## src/rtl/mem_port_arbiter_pkg.sv

```systemverilog
`default_nettype none
// ============================================================================
// Module  : mem_port_arbiter_pkg
// Purpose : Shared types and parameter defaults for the memory-port arbiter.
//           Holds the read-return tag encoding and the default data width,
//           RAM address width and MEM-stage burst limit.
// Revision: 1.0 - initial release
// ============================================================================
package mem_port_arbiter_pkg;

  localparam int ARQ_DEFAULT              = 16;
  localparam int MEMORY_ADDR_SIZE_DEFAULT = 13;
  localparam int MAX_MEM_BURST_DEFAULT    = 4;

  // Identifies which requester owns the RAM read data arriving this cycle.
  typedef enum logic [1:0] {
    RET_NONE = 2'd0,
    RET_IF   = 2'd1,
    RET_MEM  = 2'd2
  } ret_tag_t;

endpackage : mem_port_arbiter_pkg
`default_nettype wire

```

## src/rtl/mem_port_arbiter.sv

```systemverilog
`default_nettype none
// ============================================================================
// Module  : mem_port_arbiter
// Purpose : Arbitrates a single-port synchronous RAM between an instruction
//           fetch port and a MEM-stage load/store port. One access per cycle,
//           MEM stage has priority; read data returns one cycle after grant.
//           Optional fairness (macro RSA_ARB_FAIR_EN) forces a fetch grant
//           after MAX_MEM_BURST consecutive MEM grants while fetch waits.
// Ports   : clk, rst (sync, active-high)
//           if_req/if_addr -> if_gnt, if_rvalid, if_rdata, stall_if
//           mem_rd_req/mem_wr_req/mem_addr/mem_wdata
//             -> mem_gnt, mem_rvalid, mem_rdata, stall_mem
//           err_rdwr : sticky, rd and wr requested together
//           ram_en/ram_we/ram_addr/ram_wdata -> RAM, ram_rdata <- RAM
// Config  : `define RSA_ARB_FAIR_EN enables the fetch starvation guard.
// Revision: 1.0 - initial release
// ============================================================================
module mem_port_arbiter
  import mem_port_arbiter_pkg::*;
#(
  parameter int ARQ              = ARQ_DEFAULT,
  parameter int MEMORY_ADDR_SIZE = MEMORY_ADDR_SIZE_DEFAULT,
  parameter int MAX_MEM_BURST    = MAX_MEM_BURST_DEFAULT
) (
  input  logic                        clk,
  input  logic                        rst,
  input  logic                        if_req,
  input  logic [MEMORY_ADDR_SIZE-1:0] if_addr,
  output logic                        if_gnt,
  output logic                        if_rvalid,
  output logic [ARQ-1:0]              if_rdata,
  input  logic                        mem_rd_req,
  input  logic                        mem_wr_req,
  input  logic [MEMORY_ADDR_SIZE-1:0] mem_addr,
  input  logic [ARQ-1:0]              mem_wdata,
  output logic                        mem_gnt,
  output logic                        mem_rvalid,
  output logic [ARQ-1:0]              mem_rdata,
  output logic                        stall_if,
  output logic                        stall_mem,
  output logic                        err_rdwr,
  output logic                        ram_en,
  output logic                        ram_we,
  output logic [MEMORY_ADDR_SIZE-1:0] ram_addr,
  output logic [ARQ-1:0]              ram_wdata,
  input  logic [ARQ-1:0]              ram_rdata
);

  logic     mem_req;
  logic     force_if;
  logic     grant_mem;
  logic     grant_if;
  ret_tag_t ret_tag;
  ret_tag_t ret_tag_nxt;

  assign mem_req = mem_rd_req | mem_wr_req;

`ifdef RSA_ARB_FAIR_EN
  localparam int CNT_W = $clog2(MAX_MEM_BURST + 1);
  localparam logic [CNT_W-1:0] BURST_LIMIT = CNT_W'(MAX_MEM_BURST);

  // Consecutive MEM grants issued while fetch was waiting.
  logic [CNT_W-1:0] burst_cnt;

  assign force_if = if_req && (burst_cnt == BURST_LIMIT);

  always_ff @(posedge clk) begin
    if (rst) begin
      burst_cnt <= '0;
    end else if (!if_req || grant_if) begin
      burst_cnt <= '0;
    end else if (grant_mem && (burst_cnt != BURST_LIMIT)) begin
      burst_cnt <= burst_cnt + CNT_W'(1);
    end
  end
`else
  assign force_if = 1'b0;
`endif

  // Grants are suppressed while rst is high so nothing reaches the RAM
  // during the reset cycle.
  assign grant_mem = !rst && mem_req && !force_if;
  assign grant_if  = !rst && if_req && !grant_mem;

  assign if_gnt    = grant_if;
  assign mem_gnt   = grant_mem;
  assign stall_if  = if_req && !grant_if;
  assign stall_mem = mem_req && !grant_mem;

  // A simultaneous rd+wr is treated as a write, so mem_wr_req alone decides.
  always_comb begin
    ram_en    = 1'b0;
    ram_we    = 1'b0;
    ram_addr  = '0;
    ram_wdata = '0;
    if (grant_mem) begin
      ram_en   = 1'b1;
      ram_addr = mem_addr;
      if (mem_wr_req) begin
        ram_we    = 1'b1;
        ram_wdata = mem_wdata;
      end
    end else if (grant_if) begin
      ram_en   = 1'b1;
      ram_addr = if_addr;
    end
  end

  always_comb begin
    ret_tag_nxt = RET_NONE;
    if (grant_if) begin
      ret_tag_nxt = RET_IF;
    end else if (grant_mem && !mem_wr_req) begin
      ret_tag_nxt = RET_MEM;
    end
  end

  always_ff @(posedge clk) begin
    if (rst) begin
      ret_tag  <= RET_NONE;
      err_rdwr <= 1'b0;
    end else begin
      ret_tag  <= ret_tag_nxt;
      err_rdwr <= err_rdwr | (mem_rd_req & mem_wr_req);
    end
  end

  // Returns are also masked by rst so a read granted just before reset
  // never shows up as valid data.
  assign if_rvalid  = !rst && (ret_tag == RET_IF);
  assign mem_rvalid = !rst && (ret_tag == RET_MEM);
  assign if_rdata   = if_rvalid  ? ram_rdata : '0;
  assign mem_rdata  = mem_rvalid ? ram_rdata : '0;

endmodule : mem_port_arbiter
`default_nettype wire
```

## config.mk

```make
export PLATFORM = sky130hd
export DESIGN_NAME = mem_port_arbiter
export DESIGN_NICKNAME = d
export VERILOG_FILES = /design/src/rtl/mem_port_arbiter_pkg.sv /design/src/rtl/mem_port_arbiter.sv
export SDC_FILE = /design/constraint.sdc
export NUM_CORES = 1
export LEC_CHECK = 0
export CAP_MARGIN = 20
export CELL_PAD_IN_SITES_DETAIL_PLACEMENT = 1
export CELL_PAD_IN_SITES_GLOBAL_PLACEMENT = 1
export CORE_UTILIZATION = 11
export DETAILED_ROUTE_END_ITERATION = 10
export PLACE_DENSITY_LB_ADDON = 0.1
export SLEW_MARGIN = 25
export SYNTH_ARGS = -nofsm -noshare
export SYNTH_HDL_FRONTEND = slang
export SYNTH_SLANG_ARGS = --single-unit
export TNS_END_PERCENT = 100
```

## constraint.sdc

```tcl
create_clock -name clk -period 1.1 [get_ports clk]
set_clock_uncertainty 0.1 [all_clocks]
set_input_delay 0.22 -clock clk [delete_from_list [all_inputs] [get_ports clk]]
set_output_delay 0.22 -clock clk [all_outputs]
set_load 0.02 [all_outputs]
```

==> flow_summary_export.csv <==
group,metric,value,unit
yosys,synth_cell_type_count,17,
power_and_ir_drop,clkPwrFrac,0.223,
setup_path,path_common_cell,"buf_6",
timing,fin_ws,-0.480,ns
die,io_pins,133,
route,post-route-drc-count,0,
yosys,syn-num-nets,179,
timing,setup_viol,69,
timing,worst_slew_pin_slew,0.246,ns
clocking,h-tree-depth,1,
route,routed_wl,5640,µm
clocking,cts-buffers-inserted,3,
cells_and_area,final_cell_mix,"buf_6 (85), and2_4 (48), clkdlybuf4s50_1 (32), dlygate4sd2_1 (26), a21oi_2 (13)",
clocking,tritoncts,"built",
clocking,clock_path_buffers,2,
power_and_ir_drop,swShare,0.337,
cells_and_area,final_nets,345,
route,ant_nets,0,
route,wl_per_cell,14.9,µm
die,dieArea,0.00773,mm²
setup_path,start_kind,"flop",
global_route,global_route.overflow_total,0,
placement,gp_congestion,0.703,
route,drt-vias-per-instance,4.04,
global_route,grt_pass1_wl,8290,µm
cells_and_area,fill_cells,768,
setup_path,crit_path_max_incr_delay,0.34,ns
global_route,antenna_found_initial,1,
route,wl_met3,540,µm
cells_and_area,syn_to_final_growth,296,%
route,dr.max_layer_used,"met4",
power_and_ir_drop,pwr-share-comb,0.697,
power_and_ir_drop,ir_worst_vdd,0.215,mV
clocking,cts_sinks,3,
outcome,outcome,"complete, but fails checks",
cells_and_area,drive_gt1_frac,0.722,
global_route,grt_pass1_vias,1606,
yosys,postSynthCellCount,116,
yosys,yosys_warnings,0,
power_and_ir_drop,powerDensity,460,mW/mm²
timing,relSlewSlack,0.834,
power_and_ir_drop,p_leak,1.41,nW
cells_and_area,design_area,0.00321,mm²
setup_path,r2r_slack,0.30,ns
yosys,ys_seq_elements,3,
power_and_ir_drop,power_switching,497,µW
power_and_ir_drop,seq_power_share,0.080,
run,maxCapViolCount,0,
die,rows,30,
power_and_ir_drop,total_power,1.48,mW
setup_path,cp_slowest_cell,"dfxtp_2",
setup_path,critical_path.max_fanout,7,
setup_path,cp_cell_sequence,"nor3b_4, buf_6, and2_4, buf_6",
setup_path,cp-end-kind,"primary output",
clocking,holdBufCountCts,0,
power_and_ir_drop,p_int,980,µW
yosys,synth_seq_area_share,0.0740,
route,met1_length,2220,µm
yosys,avgSynthCellArea,7.00,µm²
global_route,grtUsageTotal,0.141,
setup_path,worstSetupPathType,"reg -> out",
route,drt_iter0_markers,28,
timing,period_share,1.44,
setup_path,critPathArrivalTime,1.26,ns
route,dr.pass1.iters,4,
cells_and_area,mostFrequentLayoutCell,"buf_6",
timing,tns,-21.95,ns
global_route,grt_max_degree,13,
placement,portBuffers,132,
outcome,violations,"negative setup slack",
hold_path,hold_path.class,"in -> reg",
yosys,netlist_area,812,µm²
timing,fmax,633,MHz
die,core-area,0.00694,mm²
timing,fin_crit,1.58,ns
timing,rsz0062_at_grt,"true",
clocking,clk_root_buffer_cell,"clkbuf_8",
timing,slew_viol_final,0,
route,wl_met2,2810,µm
cells_and_area,fin_util,0.463,
die,die_h,87.9,µm
timing,final_hold_viol_count,0,
route,num_vias,1529,
setup_path,crit_required,0.78,ns
die,fp.dieW,87.9,µm
clocking,clkTransAtPathRegs,0.03,ns
placement,dpl_cell_area,0.00251,mm²
die,initial_core_util,0.117,
clocking,clock_latency,0.22,ns
placement,dp_hpwl,3800,µm
cell type report:
type | count | area, µm² | share of cell area
clock buffer | 4 | 45.0 | 0.0140
tap | 96 | 120 | 0.0374
sequential | 3 | 62.6 | 0.0195
multi-input combinational | 101 | 1020 | 0.317
antenna | 1 | 2.50 | 0.000779
timing repair buffer | 173 | 1960 | 0.611
registers in the layout (all words and copies together) (netlist names):
| signal | flops |
|---|---|
| err_rdwr | 1 |
| ret_tag | 2 |
synth_stat cells:
library cell	instances	area, µm²
nor2_1	4	15.0
nor3b_1	1	7.51
o31a_1	1	8.76
a21oi_1	14	70.1
nor2b_2	1	8.76
buf_2	4	20.0
nor3b_4	2	37.5
nor2b_1	1	6.26
buf_4	3	22.5
and2_1	48	300
nand4bb_1	13	146
dfxtp_1	3	60.1
nor3_1	1	5.00
clkbuf_2	2	10.0
o21ai_0	13	65.1
nor4b_1	2	17.5
clkbuf_1	3	11.3
final timing paths:
path,start,to,cells after the start
setup / recovery,ret_tag[0],if_rdata[3],4
hold / removal,rst,ret_tag[1],3
setup reg to reg,err_rdwr,err_rdwr,3
hold reg to reg,err_rdwr,err_rdwr,3
metrics by stage:
step	setup slack, ns	cells	hold slack (ns)
after CTS	-0.511	374	0.338
final	-0.480	378	0.298
after global routing	-0.551	378	0.318
after global placement	-1.19	349	0.435
after detailed placement	-1.20	349	0.463
after floorplan	-0.165	116	0.447
critical path: cells and delay by family (launching register included):
family / cells / cell delay [ns]
flip-flops: 1 / 0.34
buffers and inverters: 2 / 0.28
AND/OR/NAND/NOR: 2 / 0.42
power by group through the flow:
stage / clock (mW) / sequential [mW] / combinational [mW]
2_1_floorplan: 0 / 0.123 / 0.308
3_3_place_gp: 0 / 0.120 / 0.779
3_5_place_dp: 0 / 0.120 / 0.779
4_1_cts: 0.346 / 0.119 / 0.969
5_1_grt: 0.344 / 0.119 / 1.09
6_report: 0.330 / 0.119 / 1.03
kinds of logic after synthesis:
logic type      share of synthesized area
compound gates                      0.177
buf+inv                            0.0786
flops                              0.0740
simple gates                        0.670
routing by layer:
metal / global-route usage / vias to the layer above
met4: 0.0492 / 0
met5: 0 / -
met1: 0.160 / 701
li1: - / 741
met3: 0.0481 / 5
met2: 0.245 / 82
what timing repair did:
item / CTS / global route
cloned: 8 / 1
setup endpoints to repair: 73 / 69
pin swaps: 46 / 34
gates resized for setup: 528 / 29
setup buffers: 13 / 3
No activity file was read; power rests on OpenSTA's default activity.
